File: src/rtl/leaf_skid_stage_if.sv
// Valid/ready/data handshake bundle used on both sides of the skid stage.
interface leaf_skid_stage_if #(
    parameter int WIDTH = 8
);
    logic             valid;
    logic             ready;
    logic [WIDTH-1:0] data;

    modport master (output valid, output data, input ready);
    modport slave  (input valid, input data, output ready);
endinterface

File: src/rtl/leaf_skid_stage.sv
// Two-entry skid buffer (main + skid register) with registered ready and a delivered-beat counter.
// Optional LEAF_SKID_STAGE_PARITY_EN adds out_parity, even parity of the main register.
module leaf_skid_stage #(
    parameter int WIDTH = 8,
    parameter int CNT_W = 16
) (
    input  logic                clk,
    input  logic                rst,
    leaf_skid_stage_if.slave    upstream,
    leaf_skid_stage_if.master   downstream,
    output logic [CNT_W-1:0]    beat_count
`ifdef LEAF_SKID_STAGE_PARITY_EN
    ,
    output logic                out_parity
`endif
);

    typedef enum logic [1:0] {
        EMPTY = 2'd0,
        ONE   = 2'd1,
        TWO   = 2'd2
    } state_t;

    state_t           state, state_next;
    logic [WIDTH-1:0] main_q, main_next;
    logic [WIDTH-1:0] skid_q, skid_next;
    logic             ready_q;
    logic             valid_q;
    logic             accept;
    logic             deliver;

`ifdef LEAF_SKID_STAGE_PARITY_EN
    logic parity_q;

    function automatic logic even_parity(input logic [WIDTH-1:0] value);
        return ^value;
    endfunction

    assign out_parity = parity_q;
`endif

    assign accept           = upstream.valid & ready_q;
    assign deliver          = valid_q & downstream.ready;
    assign upstream.ready   = ready_q;
    assign downstream.valid = valid_q;
    assign downstream.data  = main_q;

    always_comb begin
        state_next = state;
        main_next  = main_q;
        skid_next  = skid_q;
        case (state)
            EMPTY: begin
                if (accept) begin
                    state_next = ONE;
                    main_next  = upstream.data;
                end
            end
            ONE: begin
                case ({accept, deliver})
                    2'b10: begin
                        state_next = TWO;
                        skid_next  = upstream.data;
                    end
                    2'b01: state_next = EMPTY;
                    2'b11: main_next  = upstream.data;
                    default: ;
                endcase
            end
            TWO: begin
                // ready_q is low here, so only the drain side can move
                if (deliver) begin
                    state_next = ONE;
                    main_next  = skid_q;
                end
            end
            default: state_next = EMPTY;
        endcase
    end

    // Ready/valid are computed from the next state so both stay pure flops
    always_ff @(posedge clk) begin
        if (rst) begin
            state      <= EMPTY;
            ready_q    <= 1'b1;
            valid_q    <= 1'b0;
            main_q     <= '0;
            beat_count <= '0;
`ifdef LEAF_SKID_STAGE_PARITY_EN
            parity_q   <= 1'b0;
`endif
        end else begin
            state   <= state_next;
            ready_q <= (state_next != TWO);
            valid_q <= (state_next != EMPTY);
            main_q  <= main_next;
            if (deliver) begin
                beat_count <= beat_count + CNT_W'(1);
            end
`ifdef LEAF_SKID_STAGE_PARITY_EN
            parity_q <= even_parity(main_next);
`endif
        end
    end

    // Skid contents are only observable after being moved into main, so no reset
    always_ff @(posedge clk) begin
        skid_q <= skid_next;
    end

endmodule

File: src/flat_wrapper.sv
// flat-port wrapper written by rule: the top's interface ports become plain ports
module leaf_skid_stage_flat 
#(
    parameter int WIDTH = 8,
    parameter int CNT_W = 16
)
  (clk, rst, beat_count, upstream_valid, upstream_data, upstream_ready, downstream_valid, downstream_data, downstream_ready);
  leaf_skid_stage_if #(.WIDTH(WIDTH)) upstream_i ();
  leaf_skid_stage_if #(.WIDTH(WIDTH)) downstream_i ();
  input  logic clk;
  input  logic rst;
  output logic [CNT_W-1:0] beat_count;
  input wire logic [$bits(upstream_i.valid)-1:0] upstream_valid;
  input wire logic [$bits(upstream_i.data)-1:0] upstream_data;
  output wire logic [$bits(upstream_i.ready)-1:0] upstream_ready;
  output wire logic [$bits(downstream_i.valid)-1:0] downstream_valid;
  output wire logic [$bits(downstream_i.data)-1:0] downstream_data;
  input wire logic [$bits(downstream_i.ready)-1:0] downstream_ready;
  assign upstream_i.valid = upstream_valid;
  assign upstream_i.data = upstream_data;
  assign upstream_ready = upstream_i.ready;
  assign downstream_valid = downstream_i.valid;
  assign downstream_data = downstream_i.data;
  assign downstream_i.ready = downstream_ready;
  leaf_skid_stage #(.WIDTH(WIDTH), .CNT_W(CNT_W)) u_core (.clk(clk), .rst(rst), .upstream(upstream_i), .downstream(downstream_i), .beat_count(beat_count));
endmodule
File: config.mk
export PLATFORM = sky130hd
export DESIGN_NAME = leaf_skid_stage_flat
export DESIGN_NICKNAME = d
export VERILOG_FILES = /design/src/rtl/leaf_skid_stage_if.sv /design/src/rtl/leaf_skid_stage.sv /design/src/flat_wrapper.sv
export SDC_FILE = /design/constraint.sdc
export NUM_CORES = 1
export LEC_CHECK = 0
export ABC_AREA = 1
export BUFFER_PORTS_ARGS = -buffer_cell sky130_fd_sc_hd__buf_2
export CAP_MARGIN = 5
export CORE_MARGIN = 1
export CORE_UTILIZATION = 47
export DETAILED_ROUTE_END_ITERATION = 12
export GPL_TIMING_DRIVEN = 0
export PLACE_DENSITY_LB_ADDON = 0.15
export SLEW_MARGIN = 0
export SYNTH_ARGS = -nofsm -noshare
export SYNTH_HDL_FRONTEND = slang
export SYNTH_SLANG_ARGS = --single-unit
File: constraint.sdc
create_clock -name clk -period 1.34 [get_ports clk]
set_input_delay 0.134 -clock clk [delete_from_list [all_inputs] [get_ports clk]]
set_output_delay 0.134 -clock clk [all_outputs]
set_load 0.05 [all_outputs]
# Yosys cells after proc, flatten, opt, wreduce, memory -nomap -nowiden
# Index checks and enable logic that the tools add are counted.
# W data, S select, Z words.
[classes] n_reduce_logical=5 muxes=8 eq_ne=9 bitwise_logic=2 add_sub_neg=1
[ops] op="$mux W8" count=3
[ops] op="$pmux W8 S3" count=1
[ops] op="$add A16 B1 Y16 const B" count=1
[ops] op="$eq A2 B2 Y1 const B" count=3
[ops] op="$pmux W2 S3" count=1
[ops] op="$eq A2 B1 Y1 const B" count=2
[ops] op="$mux W2" count=2
[ops] op="$ne A2 B1 Y1 const B" count=2
[ops] op="$ne A2 B2 Y1 const B" count=2
[ops] op="$pmux W2 S2" count=1
[ops] op="$reduce_and A4 Y1" count=1
[ops] op="$reduce_bool A3 Y1" count=1
[ops] op="$and A1 B1 Y1" count=2
[ops] op="$logic_not A2 Y1" count=1
[ops] op="$reduce_and A2 Y1" count=1
[ops] op="$reduce_bool A2 Y1" count=1
[word_totals] inputBits=12 elab_cells=31 out_inout_bits=26 reg_bits=36

# Logic depth before layout (Yosys ltp)
# Gate-level depths: netlist of the first run.
[depth] ltp_word=5 ltp_mapped=8 ltp_nobuf=8

# Worst setup path before layout of the first run
# No wires, ideal clock.
[synth_timing] kind="register -> register" from="reg u_core.ready_q (netlist: u_core.upstream.ready)" to="reg u_core.skid_q[0], enable pin" arrival_ns=1.235 period_less_slack_ns=1.609 path_stages_with_launch=3 path_slack_ns=-0.269 n_path_buf=0 setup_ns=0.373 required_time_ns=0.967 cell_sequence="dfxtp_1 > nand2_1 > nor3_2"
[synth_via] elab_chain_cells=3
[synth_lines] item="from (decl)" line="leaf_skid_stage.sv:27" source="logic ready_q;"
[synth_lines] item="from (signal assigned)" line="leaf_skid_stage.sv:94" source="ready_q <= (state_next != TWO);"
[synth_lines] item="$and A1 B1 Y1" line="leaf_skid_stage.sv:42" source="assign accept = upstream.valid & ready_q;"
[synth_lines] item="$eq A2 B2 Y1" line="leaf_skid_stage.sv:60" source="case ({accept, deliver})"
[synth_lines] item="$reduce_and A2 Y1 (no line)"
[synth_lines] item="to (signal assigned)" line="leaf_skid_stage.sv:108" source="skid_q <= skid_next;"
[synth_lines] item="to (decl)" line="leaf_skid_stage.sv:26" source="logic [WIDTH-1:0] skid_q, skid_next;"
# Every way passes these cells.
# A chain may end at the register's enable or synchronous reset.

# Worst setup path after layout of the first run
[layout_timing] from="reg u_core.valid_q (netlist: u_core.downstream.valid)" to="reg u_core.skid_q[5], enable pin"
[layout_via] elab_chain_cells=3
[layout_lines] item="from (decl)" line="leaf_skid_stage.sv:28" source="logic valid_q;"
[layout_lines] item="from (signal assigned)" line="leaf_skid_stage.sv:95" source="valid_q <= (state_next != EMPTY);"
[layout_lines] item="$and A1 B1 Y1" line="leaf_skid_stage.sv:43" source="assign deliver = valid_q & downstream.ready;"
[layout_lines] item="$eq A2 B2 Y1" line="leaf_skid_stage.sv:60"
[layout_lines] item="$reduce_and A2 Y1 (no line)"
# Every way passes these cells.

==> results of run 1 <==
-- per-layer routing --
layer	part of all wire [%]	global-route usage [%]
met5	0	0
met4	1.6	10.1
met2	48	31.7
met3	3.9	4.90
met1	46	28.6
-- per-stage QoR --
step / cell area [um^2] / cells
floorplan: 1660 / 207
global placement: 1900 / 290
detailed placement: 1900 / 290
CTS: 2060 / 306
global route: 2130 / 312
finish: 2130 / 312
-- cell usage in the layout (no fill, tap or decap), drive strengths merged, types with 3 or more instances in the layout --
cell | synthesis | layout
clkbuf | 2 | 7
buf | 1 | 44
edfxtp | 8 | 8
nand4 | 7 | 7
nand3 | 11 | 11
a21oi | 10 | 10
nor3 | 3 | 3
dlygate4sd3 | 0 | 8
inv | 22 | 22
dfxtp | 28 | 28
o21ai | 14 | 14
nand2 | 55 | 55
nor2 | 41 | 41
-- what timing repair did --
| item | 4_1_cts | 5_1_grt |
|---|---|---|
| setup endpoints to repair | 0 | 14 |
| resized for setup | 0 | 4 |
| buffers inserted | 0 | 6 |
| hold buffers | 8 | 0 |
| hold endpoints to repair | 8 | 0 |
-- power breakdown --
group	internal [uW]	switching (uW)	total [uW]
registers	1170	39.4	1210
logic	125	302	427
clock network	381	359	740
total	1680	700	2380
-- registers in the layout, summed over array words and instances, names as in the netlist --
register and count:
u_core.beat_count 16, u_core.downstream.data 8, u_core.skid_q 8, u_core.state 2, u_core.downstream.valid 1, u_core.upstream.ready 1
-- cell families after synthesis --
| logic type | synth area share, % |
|---|---|
| DFF | 49.0 |
| AOI/OAI and AO/OA | 8.26 |
| buffers and inverters | 6.81 |
| adders and majority gates | 0.765 |
| and+or+nand+nor | 35.2 |
-- area by class of cell --
cell class | count | area (um^2)
Clock buffer | 5 | 37.5
Sequential cell | 36 | 820
Fill cell | 317 | 1210
Buffer | 3 | 23.8
Tap cell | 46 | 57.6
Timing Repair Buffer | 51 | 310
Clock inverter | 3 | 37.5
Multi-Input combinational cell | 146 | 754
Inverter | 22 | 87.6
-- final timing paths --
| path | to | slack [ns] | cells past startpoint |
|---|---|---|---|
| min reg2reg | u_core.downstream.data[7] | 0.48 | 2 |
| min | u_core.downstream.data[7] | 0.03 | 2 |
| max reg2reg | u_core.skid_q[5] | 0.07 | 4 |
| max | u_core.skid_q[5] | 0.07 | 4 |
==> run metrics, run 1 <==
outcome complete, no violations; die height 61.0 um; number of max-cap violations 0; unrepaired setup endpoints after global routing yes; CP peak stage delay about 0.36 ns; Yosys top cell by area dfxtp_1; Worst Path Buf+Inv 1; Power Density 1120 nW/um^2; Hold Vio Cnt, Final 0; antenna-violating nets left 0; First-pass DRT Iterations 4; port bufs 37; CP Max Fanout 8; via count about 1,500; syn avg cell area 7.90 um^2; CP startpoint u_core.downstream.valid; CP Cell Sequence nand2_2 -> nand2_2 -> nor3_4 -> buf_4; layout cells sized above 1 32.7%; die area 3720 um^2; Num CTS Buffers 5; CP Data Arrival Time 1.33 ns; post-synthesis cell area 1640 um^2; Worst R2R Start u_core.downstream.valid; Layout area overhead 30.1%; crit path kind flip-flop to flip-flop; Main synth FF type dfxtp_1; Synth top area share 34.3%; Post-Syn Nets 220; final hold slack 0.0312 ns; Peak VDD IR 0.864 mV; pin count of the biggest net entering global routing 12; main area contributors after synthesis dfxtp_1 34%, edfxtp_1 15%, nand2_1 11%, nor2_1 8.0%, inv_1 3.9%; Synth Instances 207; yosys warns 0; GPL Wtd Cong 0.761; row count 21; CP startpoint kind flip-flop; Leak 0.00100 uW; crit share post-route 94.6%; Place WS 0.0144 ns; n_diodes 0; Slew HR between 80 and 90%; CP delay by family, top simple AND/OR/NAND/NOR gates; count leader, synth nand2_1; Root Buffer clkbuf_4; clock buffer depth 2; Slew Limit Fails 0; Post-synth EDFFs 8; initial antenna violation count 0; Worst Path Required around 1.4 ns; Final min period around 1.3 ns; Initial Util about 49%; final net count 278; Core Region around 3300 um^2; GRT overflow 0; clock sinks 36; vias per cell 4.88; initial DRC count 64; Setup crit end kind flip-flop; worst hold start rst; commonest cells in the netlist 46 x nand2_1, 35 x nor2_1, 28 x dfxtp_1; Netlist cell types 26; Hold WC Path Type input pin to flip-flop; fmax 0.789 GHz; first-pass GRT wire length 5.62 mm; CTS tree built; Final HPWL DP 2.45 mm; H-tree depth 2; Final Core Density 63.8%; slowest CP cell dfxtp_2; CP most frequent cell nand2_2; die width roughly 61 um; Clk pin slew, worst setup/hold paths around 0.11 ns; Least-Margin Pin Slew 0.257 ns; Seq/Total Area, Yosys 49.0%; I/O pin cnt 38; Routed WL 3.59 mm; asr flop ratio synth 0%; Power, Total roughly 2400 uW; GR Util All Layers 21.1%; remaining routing DRC violations 0; clock latency on the worst-skew pair 0.33 ns; min setup slack post-route 0.0726 ns; WL per Instance 11.5 um; vias in the first global route 1,285; Setup-failing EPs final 0; setup TNS 0 ns; number of synthesized register bits 36; clock skew 0.0119 ns
(Power assumes the default switching activity.)
==> inputs of run 2 (changes only) <==
--- a/config.mk
+++ b/config.mk
@@ -6,11 +6,11 @@
 export NUM_CORES = 1
 export LEC_CHECK = 0
 export ABC_AREA = 1
-export BUFFER_PORTS_ARGS = -buffer_cell sky130_fd_sc_hd__buf_2
 export CAP_MARGIN = 5
 export CORE_MARGIN = 1
-export CORE_UTILIZATION = 47
+export CORE_UTILIZATION = 55
 export DETAILED_ROUTE_END_ITERATION = 12
+export DONT_BUFFER_PORTS = 1
 export GPL_TIMING_DRIVEN = 0
 export PLACE_DENSITY_LB_ADDON = 0.15
 export SLEW_MARGIN = 0
==> run metrics, run 2 (synthesis results as in run 1) <==
CP Max Fanout 7 (-1); CTS tree built; Leak 0.000827 uW (-18%); Least-Margin Pin Slew 0.529 ns (+0.272 ns); Setup-failing EPs final 2 (+2); outcome finished with violations; via count 1,422 (-6.6%); clock sinks 36 (unchanged); initial DRC count 89 (+39%); Final HPWL DP 2.40 mm (-2.2%); H-tree depth 2 (unchanged); die width 56.5 um (-7.3%); GR Util All Layers 24.7% (+3.6 points); clock latency on the worst-skew pair 0.33 ns (about the same); sequential power share 63.4% (+13 points); crit path kind flip-flop to flip-flop; row count 19 (-9.5%); wl on met1 1.56 mm (-6.2%); GPL Wtd Cong 0.785 (+3.1%); fmax 0.725 GHz (-8.1%); Root Buffer clkbuf_4; Layout area overhead 19.2%; Initial Util 58.8% (+9.8 points); CP peak stage delay 0.48 ns (+0.12 ns); initial antenna violation count 0 (unchanged); Hold WC Path Type input pin to flip-flop; DR WL met3 190 um (+35%); Worst R2R Start u_core.beat_count[0]; r2r worst-path depth 7 (+3); top sig layer met4; pin count of the biggest net entering global routing 11 (-1); Biggest register u_core.beat_count; final hold slack 0.0440 ns (+0.0128 ns); vias per cell 5.49 (+13%); WL per Instance 14.0 um (+22%); Net Sw Frac 31.8% (+2.3 points); Final Core Density 70.1% (+6.3 points); die height 56.5 um (-7.3%); Clk pwr share 25.7% (-5.5 points); CP Data Arrival Time 1.65 ns (+0.32 ns); final net count 240 (-14%); Setup crit end kind flip-flop; commonest non-fill, non-tap cell in the layout nand2_1; GRT overflow 0 (unchanged); clock skew 0.00914 ns (-0.00280 ns); Power Density 1090 nW/um^2 (-1.9%); port bufs 0 (-100%); layout cells sized above 1 24.1% (-8.6 points); Worst Path Buf+Inv 0 (-1); Peak VDD IR 0.811 mV (-6.1%); Final min period 1.38 ns (+0.112 ns); CP delay by family, top simple AND/OR/NAND/NOR gates; antenna-violating nets left 0 (unchanged); failing checks negative setup slack; Power, Total 2130 uW (-10%); Hold Vio Cnt, Final 0 (unchanged); CP Cell Sequence ha_4 -> nand3_4 -> nor2_4 -> nand2_2 -> o21bai_1 -> nand2_1 -> nor2_1; unrepaired setup endpoints after global routing yes; CP endpoint u_core.beat_count[10]; Clk pin slew, worst setup/hold paths 0.11 ns (about the same); I/O pin cnt 38 (unchanged); CP Depth 7 (+3); First-pass DRT Iterations 5 (+1); clock buffer depth 2 (unchanged); Slew HR 64.7% (-18 points); Register Area 840 um^2 (+2.4%); Internal 1460 uW (-13%); slowest CP cell dfxtp_4; Slew Limit Fails 0 (unchanged); Sw Pwr 678 uW (-3.2%); vias in the first global route 1,383 (+7.6%); remaining routing DRC violations 0 (unchanged); most frequent cells in the layout 46 x nand2_1, 35 x nor2_1, 17 x inv_1; R2R Setup Slk -0.04 ns (-0.11 ns); Comb power frac 10.9% (-7.1 points); met2 wire len 1.83 mm (+5.9%); min setup slack post-route -0.0393 ns (-0.112 ns); R2R Path End u_core.beat_count[10]; Place WS -0.135 ns (-0.149 ns); crit share post-route 103% (+8.4 points); Largest register FFs 16 (unchanged); Core Region 2780 um^2 (-17%); Fillers 240 (-24%); CP startpoint kind flip-flop; Num CTS Buffers 5 (unchanged); setup TNS -0.0659 ns (-0.0659 ns); area of the multi-input gates 776 um^2 (+2.8%); number of max-cap violations 0 (unchanged); first-pass GRT wire length 6.04 mm (+7.5%); n_diodes 0 (unchanged); CP startpoint u_core.beat_count[0]; die area 3200 um^2 (-14%); Worst Path Required 1.61 ns (+0.21 ns); Routed WL 3.63 mm (+1.2%)
run 2: stage by stage:
| stage | instance area [um^2] | cells |
|---|---|---|
| after floorplan | 1660 | 207 |
| after global placement | 1700 | 238 |
| after detailed placement | 1700 | 238 |
| after CTS | 1920 | 259 |
| after global routing | 1950 | 259 |
| final | 1950 | 259 |
run 2: power by group through the flow:
stage	Sequential, uW	Clock [uW]	Combinational [uW]
after global placement	1380	0	178
after global routing	1360	602	263
after floorplan	1370	0	150
final	1350	548	232
after CTS	1360	558	227
after detailed placement	1380	0	187
run 2: metal layers:
metal  vias up  track usage, %
li1        711               -
met3         6            7.14
met1       659            29.1
met5         -               0
met2        46            40.8
met4         0            12.2
run 2: final cells by class:
cell class / instances / share of cell area (%)
multi-input cells: 146 / 39.8
flip-flops and latches: 36 / 43.1
clock inverters: 1 / 0.193
clock buffers: 7 / 2.31
plain buffers: 3 / 1.22
inverters: 22 / 4.49
well taps: 31 / 1.99
repair buffers: 13 / 6.93
run 2: repair_timing:
item	CTS	global route
gates cloned	0	0
hold endpoints to repair	14	0
endpoints found under the setup margin	29	31
pin swaps	7	5
gates resized for setup	12	8
hold buffers	10	0
setup buffers	3	0
run 2: tightest hold or removal path: cells and delay by family:
family / cells / cell delay (ns)
and+or+nand+nor: 4 / 0.20
run 2: how the worst min path moves through the flow:
stage                                 from                         to  depth (start not counted)  slack (ns)
after floorplan                        rst  u_core.downstream.data[6]                          1        0.20
after global placement                 rst  u_core.downstream.data[7]                          1        0.20
after detailed placement               rst  u_core.downstream.data[6]                          1        0.21
after CTS                 downstream_ready       u_core.beat_count[0]                          3        0.03
after global routing      upstream_data[5]  u_core.downstream.data[5]                          4        0.05
final                     upstream_data[1]  u_core.downstream.data[1]                          4        0.04
==> inputs of run 3 (changes only) <==
--- a/config.mk
+++ b/config.mk
@@ -12,7 +12,7 @@
 export DETAILED_ROUTE_END_ITERATION = 12
 export DONT_BUFFER_PORTS = 1
 export GPL_TIMING_DRIVEN = 0
-export PLACE_DENSITY_LB_ADDON = 0.15
+export PLACE_DENSITY = 0.76
 export SLEW_MARGIN = 0
 export SYNTH_ARGS = -nofsm -noshare
 export SYNTH_HDL_FRONTEND = slang
==> constraint.sdc (replaced) <==
create_clock -name clk -period 1.3 [get_ports clk]
set_input_delay 0.13 -clock clk [delete_from_list [all_inputs] [get_ports clk]]
set_output_delay 0.13 -clock clk [all_outputs]
set_load 0.05 [all_outputs]
==> run metrics, run 3 (synthesis results as in run 1) <==
Hold WC Path Type input pin to flip-flop; WL per Instance 13.9 um (-0.60%); H-tree depth 2 (unchanged); Largest register FFs 16 (unchanged); CP startpoint kind flip-flop; CP delay by family, top simple AND/OR/NAND/NOR gates; unrepaired setup endpoints after global routing yes; Hold-fix buffers, CTS 11 (+1); I/O pin cnt 38 (unchanged); Final Core Density 71.9% (+1.8 points); most frequent cells in the layout 45 x nand2_1, 35 x nor2_1, 17 x inv_1; port bufs 0 (unchanged); die area 3200 um^2 (unchanged); Final min period 1.36 ns (-0.0177 ns); Setup crit end kind flip-flop; antenna-violating nets left 0 (unchanged); via count 1,423 (+0.070%); Fillers 216 (-10%); Sw Pwr 709 uW (+4.6%); clock sinks 36 (unchanged); Initial Util 58.8% (unchanged); initial DRC count 70 (-21%); die width 56.5 um (unchanged); first-pass GRT wire length 5.81 mm (-3.8%); Net Sw Frac 31.3% (-0.42 points); Internal 1550 uW (+6.6%); slowest CP cell dfxtp_4; Worst Path Buf+Inv 0 (unchanged); failing checks negative hold slack, negative setup slack; Place WS -0.141 ns (-0.00665 ns); CP Data Arrival Time 1.65 ns (about the same); GPL Wtd Cong 0.793 (+1.1%); pin count of the biggest net entering global routing 11 (unchanged); Root Buffer clkbuf_4; Clk pin slew, worst setup/hold paths 0.10 ns (about the same); number of max-cap violations 0 (unchanged); GR Util All Layers 23.8% (-0.86 points); clock latency on the worst-skew pair 0.35 ns (+0.02 ns); n_diodes 0 (unchanged); Least-Margin Pin Slew 0.522 ns (-0.00676 ns); die height 56.5 um (unchanged); Leak 0.000846 uW (+2.3%); Hold Vio Cnt, Final 4 (+4); Comb power frac 11.2% (+0.3 points); outcome finished with violations; fmax 0.734 GHz (+1.3%); Routed WL 3.64 mm (+0.17%); CP Max Fanout 6 (-1); Slew HR 65.2% (+0.45 points); vias per cell 5.45 (-0.70%); row count 19 (unchanged); GRT overflow 0 (unchanged); CTS tree built; Peak VDD IR 1.07 mV (+31%); Worst Path Required 1.59 ns (-0.02 ns); crit share post-route 105% (+1.8 points); Final HPWL DP 2.47 mm (+3.0%); final net count 242 (+0.83%); vias in the first global route 1,359 (-1.7%); commonest non-fill, non-tap cell in the layout nand2_1; initial antenna violation count 0 (unchanged); setup TNS -0.339 ns (-0.273 ns); Layout area overhead 22.3%; Setup-failing EPs final 15 (+13); Slew Limit Fails 0 (unchanged); min setup slack post-route -0.0616 ns (-0.0223 ns); Power Density 1130 nW/um^2 (+3.3%); Biggest register u_core.beat_count; clock buffer depth 2 (unchanged); remaining routing DRC violations 0 (unchanged); layout cells sized above 1 25.2% (+1.1 points); clock skew 0.00630 ns (-0.00284 ns); CP Cell Sequence ha_4 -> nand3_4 -> nor2_4 -> nand2_2 -> o21bai_1 -> nand2_1 -> nor2_1; final hold slack -0.170 ns (-0.214 ns); First-pass DRT Iterations 4 (-1); CP peak stage delay 0.48 ns (about the same); Clk pwr share 27.7% (+2.0 points); crit path kind flip-flop to flip-flop; Num CTS Buffers 5 (unchanged); sequential power share 61.2% (-2.2 points); Core Region 2780 um^2 (unchanged); Power, Total 2260 uW (+5.9%)
## run 3: cell types whose count changed in the layout (fill, tap and decap cells not counted), sizes merged
cell | before | now
clkinv | 1 | 0
nand2 | 55 | 56
dlygate4sd3 | 10 | 11
clkbuf | 9 | 10
## run 3: layout make-up
class	instances	area, um^2	area share (%)
plain buffers	3	23.8	1.19
multi-input cells	147	791	39.5
repair buffers	14	145	7.26
flip-flops and latches	36	855	42.7
inverters	22	87.6	4.38
clock buffers	8	58.8	2.94
well taps	31	38.8	1.94
## run 3: worst register-to-register path, cell delays in order, from the launching register on
cell	delay (ns)
dfxtp_4	0.48
ha_4	0.17
nand3_4	0.09
nor2_4	0.17
nand2_2	0.11
o21bai_1	0.14
nand2_1	0.07
nor2_1	0.08
## run 3: final timing paths
path / cells past startpoint / to / start / slack, ns
hold / removal: 1 / u_core.beat_count[10] / rst / -0.17
setup reg to reg: 7 / u_core.beat_count[10] / u_core.beat_count[0] / -0.06
setup / recovery: 7 / u_core.beat_count[10] / u_core.beat_count[0] / -0.06
hold reg to reg: 2 / u_core.beat_count[9] / u_core.beat_count[9] / 0.59
## run 3: through the flow
stage                     std cells  area (um^2)
final                           261         2000
after global routing            261         2000
after CTS                       260         1950
after detailed placement        238         1700
after global placement          238         1700
after floorplan                 207         1660
## run 3: what timing repair did
action	4_1_cts	5_1_grt
buffers inserted	3	0
setup endpoints to repair	30	31
gates cloned	0	1
gates resized for setup	13	14
endpoints found under the hold margin	14	4
pin swaps	6	3
## run 3: metal layers
layer	up-vias	GRT usage, %	share of wire [%]
li1	713	-	-
met1	650	27.8	43
met2	53	37.5	47
met3	7	8.06	8.5
met4	0	14.6	2.0
met5	-	0	0
## run 3: power by group through the flow
stage | logic (uW) | registers (uW) | clock network (uW)
finish | 252 | 1380 | 626
global route | 281 | 1390 | 672
CTS | 232 | 1400 | 633
detailed placement | 190 | 1420 | 0
global placement | 183 | 1420 | 0
floorplan | 155 | 1410 | 0
